File: src/rtl/pipe_stage_reg.sv
// Valid/ready pipeline stage register with hit-gated freeze, flush and a stall counter.
// Define PIPE_SKID_EN to add a second skid entry, which removes the out_ready -> in_ready path.
module pipe_stage_reg #(
  parameter int unsigned WIDTH  = 32,
  parameter int unsigned CTRL_W = 10,
  parameter int unsigned CNT_W  = 16
) (
  input  logic             clk,
  input  logic             rst,
  input  logic             in_valid,
  input  logic [WIDTH-1:0] in_data,
  output logic             in_ready,
  output logic             out_valid,
  output logic [WIDTH-1:0] out_data,
  input  logic             out_ready,
  input  logic             hit,
  input  logic             flush,
  output logic [1:0]       occupancy,
  output logic [CNT_W-1:0] stall_cnt
);

  logic             hit_en;
  logic             in_xfer;
  logic             out_xfer;
  logic             stall_inc;
  logic             main_valid_q, main_valid_d;
  logic [WIDTH-1:0] main_data_q, main_data_d;
  logic [CNT_W-1:0] stall_cnt_q, stall_cnt_d;

  // An unknown or floating hit must not freeze the stage; only a solid 0 does.
  assign hit_en   = (hit !== 1'b0);
  assign out_xfer = main_valid_q && out_ready && hit_en && !flush;
  assign in_xfer  = in_valid && in_ready;

`ifdef PIPE_SKID_EN
  logic             skid_valid_q, skid_valid_d;
  logic [WIDTH-1:0] skid_data_q, skid_data_d;

  assign in_ready  = !rst && hit_en && !flush && !skid_valid_q;
  assign occupancy = {1'b0, main_valid_q} + {1'b0, skid_valid_q};

  always_comb begin
    main_valid_d = main_valid_q;
    main_data_d  = main_data_q;
    skid_valid_d = skid_valid_q;
    skid_data_d  = skid_data_q;
    if (flush) begin
      main_valid_d                   = 1'b0;
      skid_valid_d                   = 1'b0;
      main_data_d[WIDTH-1 -: CTRL_W] = '0;
    end else if (out_xfer) begin
      if (skid_valid_q) begin
        main_data_d  = skid_data_q;
        skid_valid_d = 1'b0;
      end else if (in_xfer) begin
        main_data_d = in_data;
      end else begin
        main_valid_d = 1'b0;
      end
    end else if (in_xfer) begin
      if (main_valid_q) begin
        skid_data_d  = in_data;
        skid_valid_d = 1'b1;
      end else begin
        main_data_d  = in_data;
        main_valid_d = 1'b1;
      end
    end
  end

  always_ff @(posedge clk or posedge rst) begin
    if (rst) begin
      skid_valid_q <= 1'b0;
      skid_data_q  <= '0;
    end else begin
      skid_valid_q <= skid_valid_d;
      skid_data_q  <= skid_data_d;
    end
  end
`else
  assign in_ready  = !rst && hit_en && !flush && (!main_valid_q || out_ready);
  assign occupancy = {1'b0, main_valid_q};

  always_comb begin
    main_valid_d = main_valid_q;
    main_data_d  = main_data_q;
    if (flush) begin
      main_valid_d                   = 1'b0;
      main_data_d[WIDTH-1 -: CTRL_W] = '0;
    end else if (in_xfer) begin
      main_data_d  = in_data;
      main_valid_d = 1'b1;
    end else if (out_xfer) begin
      main_valid_d = 1'b0;
    end
  end
`endif

  assign stall_inc   = (main_valid_q && !out_ready) || !hit_en;
  assign stall_cnt_d = (stall_inc && (stall_cnt_q != '1)) ? stall_cnt_q + CNT_W'(1) : stall_cnt_q;

  always_ff @(posedge clk or posedge rst) begin
    if (rst) begin
      main_valid_q <= 1'b0;
      main_data_q  <= '0;
      stall_cnt_q  <= '0;
    end else begin
      main_valid_q <= main_valid_d;
      main_data_q  <= main_data_d;
      stall_cnt_q  <= stall_cnt_d;
    end
  end

  assign out_valid = main_valid_q;
  assign out_data  = main_data_q;
  assign stall_cnt = stall_cnt_q;

endmodule

File: config.mk
export PLATFORM = sky130hd
export DESIGN_NAME = pipe_stage_reg
export DESIGN_NICKNAME = d
export VERILOG_FILES = /design/src/rtl/pipe_stage_reg.sv
export SDC_FILE = /design/constraint.sdc
export NUM_CORES = 1
export LEC_CHECK = 0
export BUFFER_PORTS_ARGS = -buffer_cell sky130_fd_sc_hd__buf_2
export CAP_MARGIN = 15
export CORE_MARGIN = 1.5
export CORE_UTILIZATION = 35
export CTS_CLUSTER_DIAMETER = 80
export CTS_CLUSTER_SIZE = 14
export DETAILED_ROUTE_END_ITERATION = 10
export GPL_ROUTABILITY_DRIVEN = 0
export HOLD_SLACK_MARGIN = 0.06
export PLACE_DENSITY = 0.59
export SLEW_MARGIN = 20
export SYNTH_ARGS = -nofsm -noshare
export SYNTH_HDL_FRONTEND = slang
export SYNTH_SLANG_ARGS = --single-unit
File: constraint.sdc
create_clock -name clk -period 3.5 [get_ports clk]
set_input_delay 0.35 -clock clk [delete_from_list [all_inputs] [get_ports clk]]
set_output_delay 0.35 -clock clk [all_outputs]
set_load 0.05 [all_outputs]
### Word-level counts from Yosys, hierarchy flattened

Index checks and enable logic that the tools add are counted.

| word-level totals | value |
|---|---|
| word-level logic and storage cells | 32 |
| bits of input ports | 38 |
| output and inout bits | 52 |
| register bits | 49 |

| cells by class | value |
|---|---|
| reductions and logical operators | 19 |
| bitwise operators | 1 |
| mux-type cells | 5 |
| eq/ne operators | 2 |
| add/sub/neg operators | 1 |

Operators by type and width:

| cell | count |
|---|---|
| 2-to-1 mux 32 bit | 1 |
| adder 16 x 1 -> 16 bit (second input constant) | 1 |
| != test 16 bit (second input constant) | 1 |
| 2-to-1 mux 10 bit | 1 |
| logical AND 1 bit | 9 |
| logical NOT 1 bit | 5 |
| 2-to-1 mux 1 bit | 3 |
| nonzero test 3 bit | 1 |
| logical OR 1 bit | 2 |
| AND reduction 2 bit | 1 |
| nonzero test 2 bit | 1 |
| case inequality test 1 bit (second input constant) | 1 |
| inverter 1 bit | 1 |

### Longest topological paths before layout

| depth | value |
|---|---|
| depth after elaboration | 7 |
| mapped depth | 6 |

### Least setup slack after synthesis

Ideal clock, no wire load.

| timing path | value |
|---|---|
| path kind | reg-to-output |
| start | register main_valid_q (netlist: out_valid) |
| end | output port in_ready |
| path slack | 1,167 ps |
| stages on the path, launching flop included | 4 |
| buffers on the path | 0 |
| required time | 3,150 ps |
| arrival | 1,983 ps |
| cell sequence | dfrtp_1 nand2b_4 nand2_1 nor3_1 |

| between the ends | value |
|---|---|
| longest elaborated chain between the ends | 3 |

RTL lines:

| item | line | RTL |
|---|---|---|
| start, declared | 26 | `logic main_valid_q, main_valid_d;` |
| start signal, assigned | 108 | `main_valid_q <= main_valid_d;` |
| logical NOT 1 bit | 81 | `assign in_ready = !rst && hit_en && !flush && (!main_valid_q \|\| out_ready);` |
| logical OR 1 bit | 81 |  |
| logical AND 1 bit | 81 |  |
| end, declared | 12 | `output logic in_ready,` |

Every way passes these cells.

### Worst setup path after layout

| timing path | value |
|---|---|
| start | register stall_cnt_q[0] (netlist: stall_cnt[0]) |
| end | register stall_cnt_q[1] (netlist: stall_cnt[1]) |

| between the ends | value |
|---|---|
| longest elaborated chain between the ends | 2 |
| elaborated cells between the ends (all ways) | 3 |
| those cells by class | 1 x add/sub; 1 x eq/ne; 1 x reduce/logical |

RTL lines:

| item | line | RTL |
|---|---|---|
| start, declared | 28 | `logic [CNT_W-1:0] stall_cnt_q, stall_cnt_d;` |
| start signal, assigned | 110 | `stall_cnt_q <= stall_cnt_d;` |
| branches (longest 2 deep; another with adder 16 x 1 -> 16 bit) | - |  |

Parallel ways; which one is timed is not known.
A chain may end at the register's enable or synchronous reset.

==> impl_metrics.toml <==
[clock_tree]
clock_path_buffers = 2
clk_latency_ps = 300
cts_buffers = 5
path_clk_slew_ps = 90
cts_resized = 0
ctsHoldBuffers = 0
root_buffer = "clkbuf_8"
cts_tree = "done"
clock-sinks = 49
cts_max_level = 2
cts_setup_buffers = 0

[synthesis]
synthDistinctLibCells = 40
netlist_instances = 177
syn_nets = 216
synth.cell_area_mm2 = 0.00218
synth_area_per_cell_um2 = 12.3
seq_area_frac_synth = 0.562
ys_warn_count = 0
ys_ff_latch = 49

[timing]
drv_slew = 0
slew_headroom = 0.443
setup-tns-final_ps = 0
rsz0062_at_grt = "no"
min_period_over_period = 0.529
min_period_ps = 1850
timing.fmax_mhz = 540
hold_viol = 0
tightestPinTransition_ps = 835
finClkSkew_ps = 6.64
finalSetupViolCount = 0

[grt]
grt_overflow = 0
grt_usage = 0.136
grt_pass1_vias = 1507
grt_antenna_before_repair = 0
grt_max_degree = 50
grt_pass1_wl_um = 6920

[floorplan]
core_area_mm2 = 0.00596
die-area_mm2 = 0.00671
pin_count = 90
start_util = 0.366
num_rows = 28
die_width_um = 81.9
die_h_um = 81.9

[final_layout]
layout.nets = 303
final_layout_size_suffix_gt1_frac = 0.491
final_common_cell = "buf_2"
antenna-diode-count = 0
multi_input_area_um2 = 890
final_area_mm2 = 0.00276
fillers = 597
area_delta_synth_final_pct = 26.4
layout_common_cells = "88 x buf_2, 49 x dfrtp_1, 23 x nand2_1"
seqCellArea_mm2 = 0.00123

[hold_path]
hp-class = "primary input to async pin"

[drt]
wl_per_cell_um = 13.4
vias = 1654
top_layer_used = "met4"
drt_iter0_drc = 37
wl_met2_um = 2140
viasPerCell = 4.86
dr_wl_met3_um = 302
wirelength_met1_um = 2070
drt_first_pass_iters = 4
drtAntennaViolNets = 0
drcViolationCount = 0
wl_um = 4570

[critical_path]
cp_max_fo = 6
worst_ep_required_time_ps = 3690
regToRegStartpoint = "stall_cnt[0]$_DFFE_PP0P_"
end_kind = "flop"
cp-start-kind = "flop"
cp_data_arrival_time_ps = 2040
path_class = "flop to flop"
startpoint = "stall_cnt[0]$_DFFE_PP0P_"

[placed_design]
dpl.hpwl_um = 3280
port_buffers = 88
dpl-instance-area_mm2 = 0.00267

[job]
maxCapViolations = 0

[run_status]
status = "finished, final reports clean"

[power]
p_leak_nw = 1.32
peakVddDrop_v = 0.000455
powerDensity_mw_per_mm2 = 673
## power by group
part	internal [mW]	total [mW]	switching (mW)
sequential	0.677	0.775	0.0990
combinational	0.203	0.754	0.550
clock	0.141	0.328	0.187
total	1.02	1.86	0.836
## metrics by stage
| step | util | hold WS (ps) | setup slack, ps | instances | power, mW |
|---|---|---|---|---|---|
| after floorplan | - | 467 | 1170 | 177 | 1.36 |
| after global placement | 0.448 | 478 | 1680 | 332 | 1.54 |
| after detailed placement | 0.448 | 482 | 1640 | 332 | 1.55 |
| after CTS | 0.463 | 241 | 1620 | 340 | 1.89 |
| after global routing | 0.463 | 265 | 1560 | 340 | 1.95 |
| final | 0.463 | 198 | 1650 | 340 | 1.86 |
## layout make-up
| type | count | area share |
|---|---|---|
| clock inverter | 2 | 0.00544 |
| tap | 75 | 0.0340 |
| clock buffer | 6 | 0.0263 |
| sequential | 49 | 0.445 |
| inverter | 3 | 0.00454 |
| multi-input combinational | 116 | 0.323 |
| timing repair buffer | 89 | 0.162 |
## path summary, 6_finish.rpt
kind                                             end  slack, ps  depth (start not counted)
setup / recovery            stall_cnt[1]$_DFFE_PP0P_       1650                          5
hold reg to reg            stall_cnt[15]$_DFFE_PP0P_        490                          1
hold / removal              out_data[29]$_DFFE_PP0P_        200                          2
setup reg to reg            stall_cnt[1]$_DFFE_PP0P_       1650                          5
max in group asynchronous    out_data[7]$_DFFE_PP0P_       2800                          2
min in group clk            out_data[28]$_DFFE_PP0P_        250                          3
## cell families after synthesis
logic type      Yosys count  synth area share
simple gates             60             0.169
flops                    49             0.562
mux                      23             0.120
compound gates           18            0.0591
xor+xnor                 13            0.0522
buf+inv                  12            0.0298
fa+ha+maj                 1           0.00574
other cells               1           0.00172
## synthesized netlist by cell type
cell type  instances  area (µm²)
dfrtp_1           49        1230
nand2_1           23        86.3
mux2_2            22         248
o21ai_0           10        50.1
nand3_1            8        40.0
xnor2_1            7        61.3
nand4_1            6        37.5
xor2_1             6        52.6
buf_2              4        20.0
nor2_1             4        15.0
and4_1             3        26.3
and2_1             2        12.5
buf_4              2        15.0
clkbuf_1           2        7.51
inv_1              2        7.51
nand2b_1           2        12.5
nor3_1             2        10.0
a2111oi_4          1        27.5
a211oi_1           1        7.51
a21oi_1            1        5.00
a31o_2             1        8.76
a31oi_1            1        6.26
a41oi_1            1        8.76
and3_1             1        6.26
and4bb_4           1        16.3
buf_6              1        11.3
clkinv_1           1        3.75
conb_1             1        3.75
ha_1               1        12.5
mux2_4             1        15.0
nand2b_4           1        13.8
nand3_2            1        10.0
nor2_4             1        11.3
nor3b_2            1        12.5
nor4_1             1        6.26
nor4_2             1        12.5
nor4b_2            1        15.0
nor4b_4            1        23.8
o211ai_1           1        7.51
o21a_1             1        7.51
## registers in the layout (all words and copies together), names as in the netlist
register / cells
out_data: 32
stall_cnt: 16
out_valid: 1
## layer usage
layer,vias up,GRT usage
met5,-,0
met4,0,0.0458
met3,8,0.0333
met2,60,0.230
met1,794,0.170
li1,792,-
## worst max-delay path, cell delays in order, from the launching register on
cell      delay (ps)
dfrtp_1          440
ha_1             310
nand4_1          170
and4bb_4         470
nor2_4            60
mux2_4           300
(Power assumes the default switching activity.)
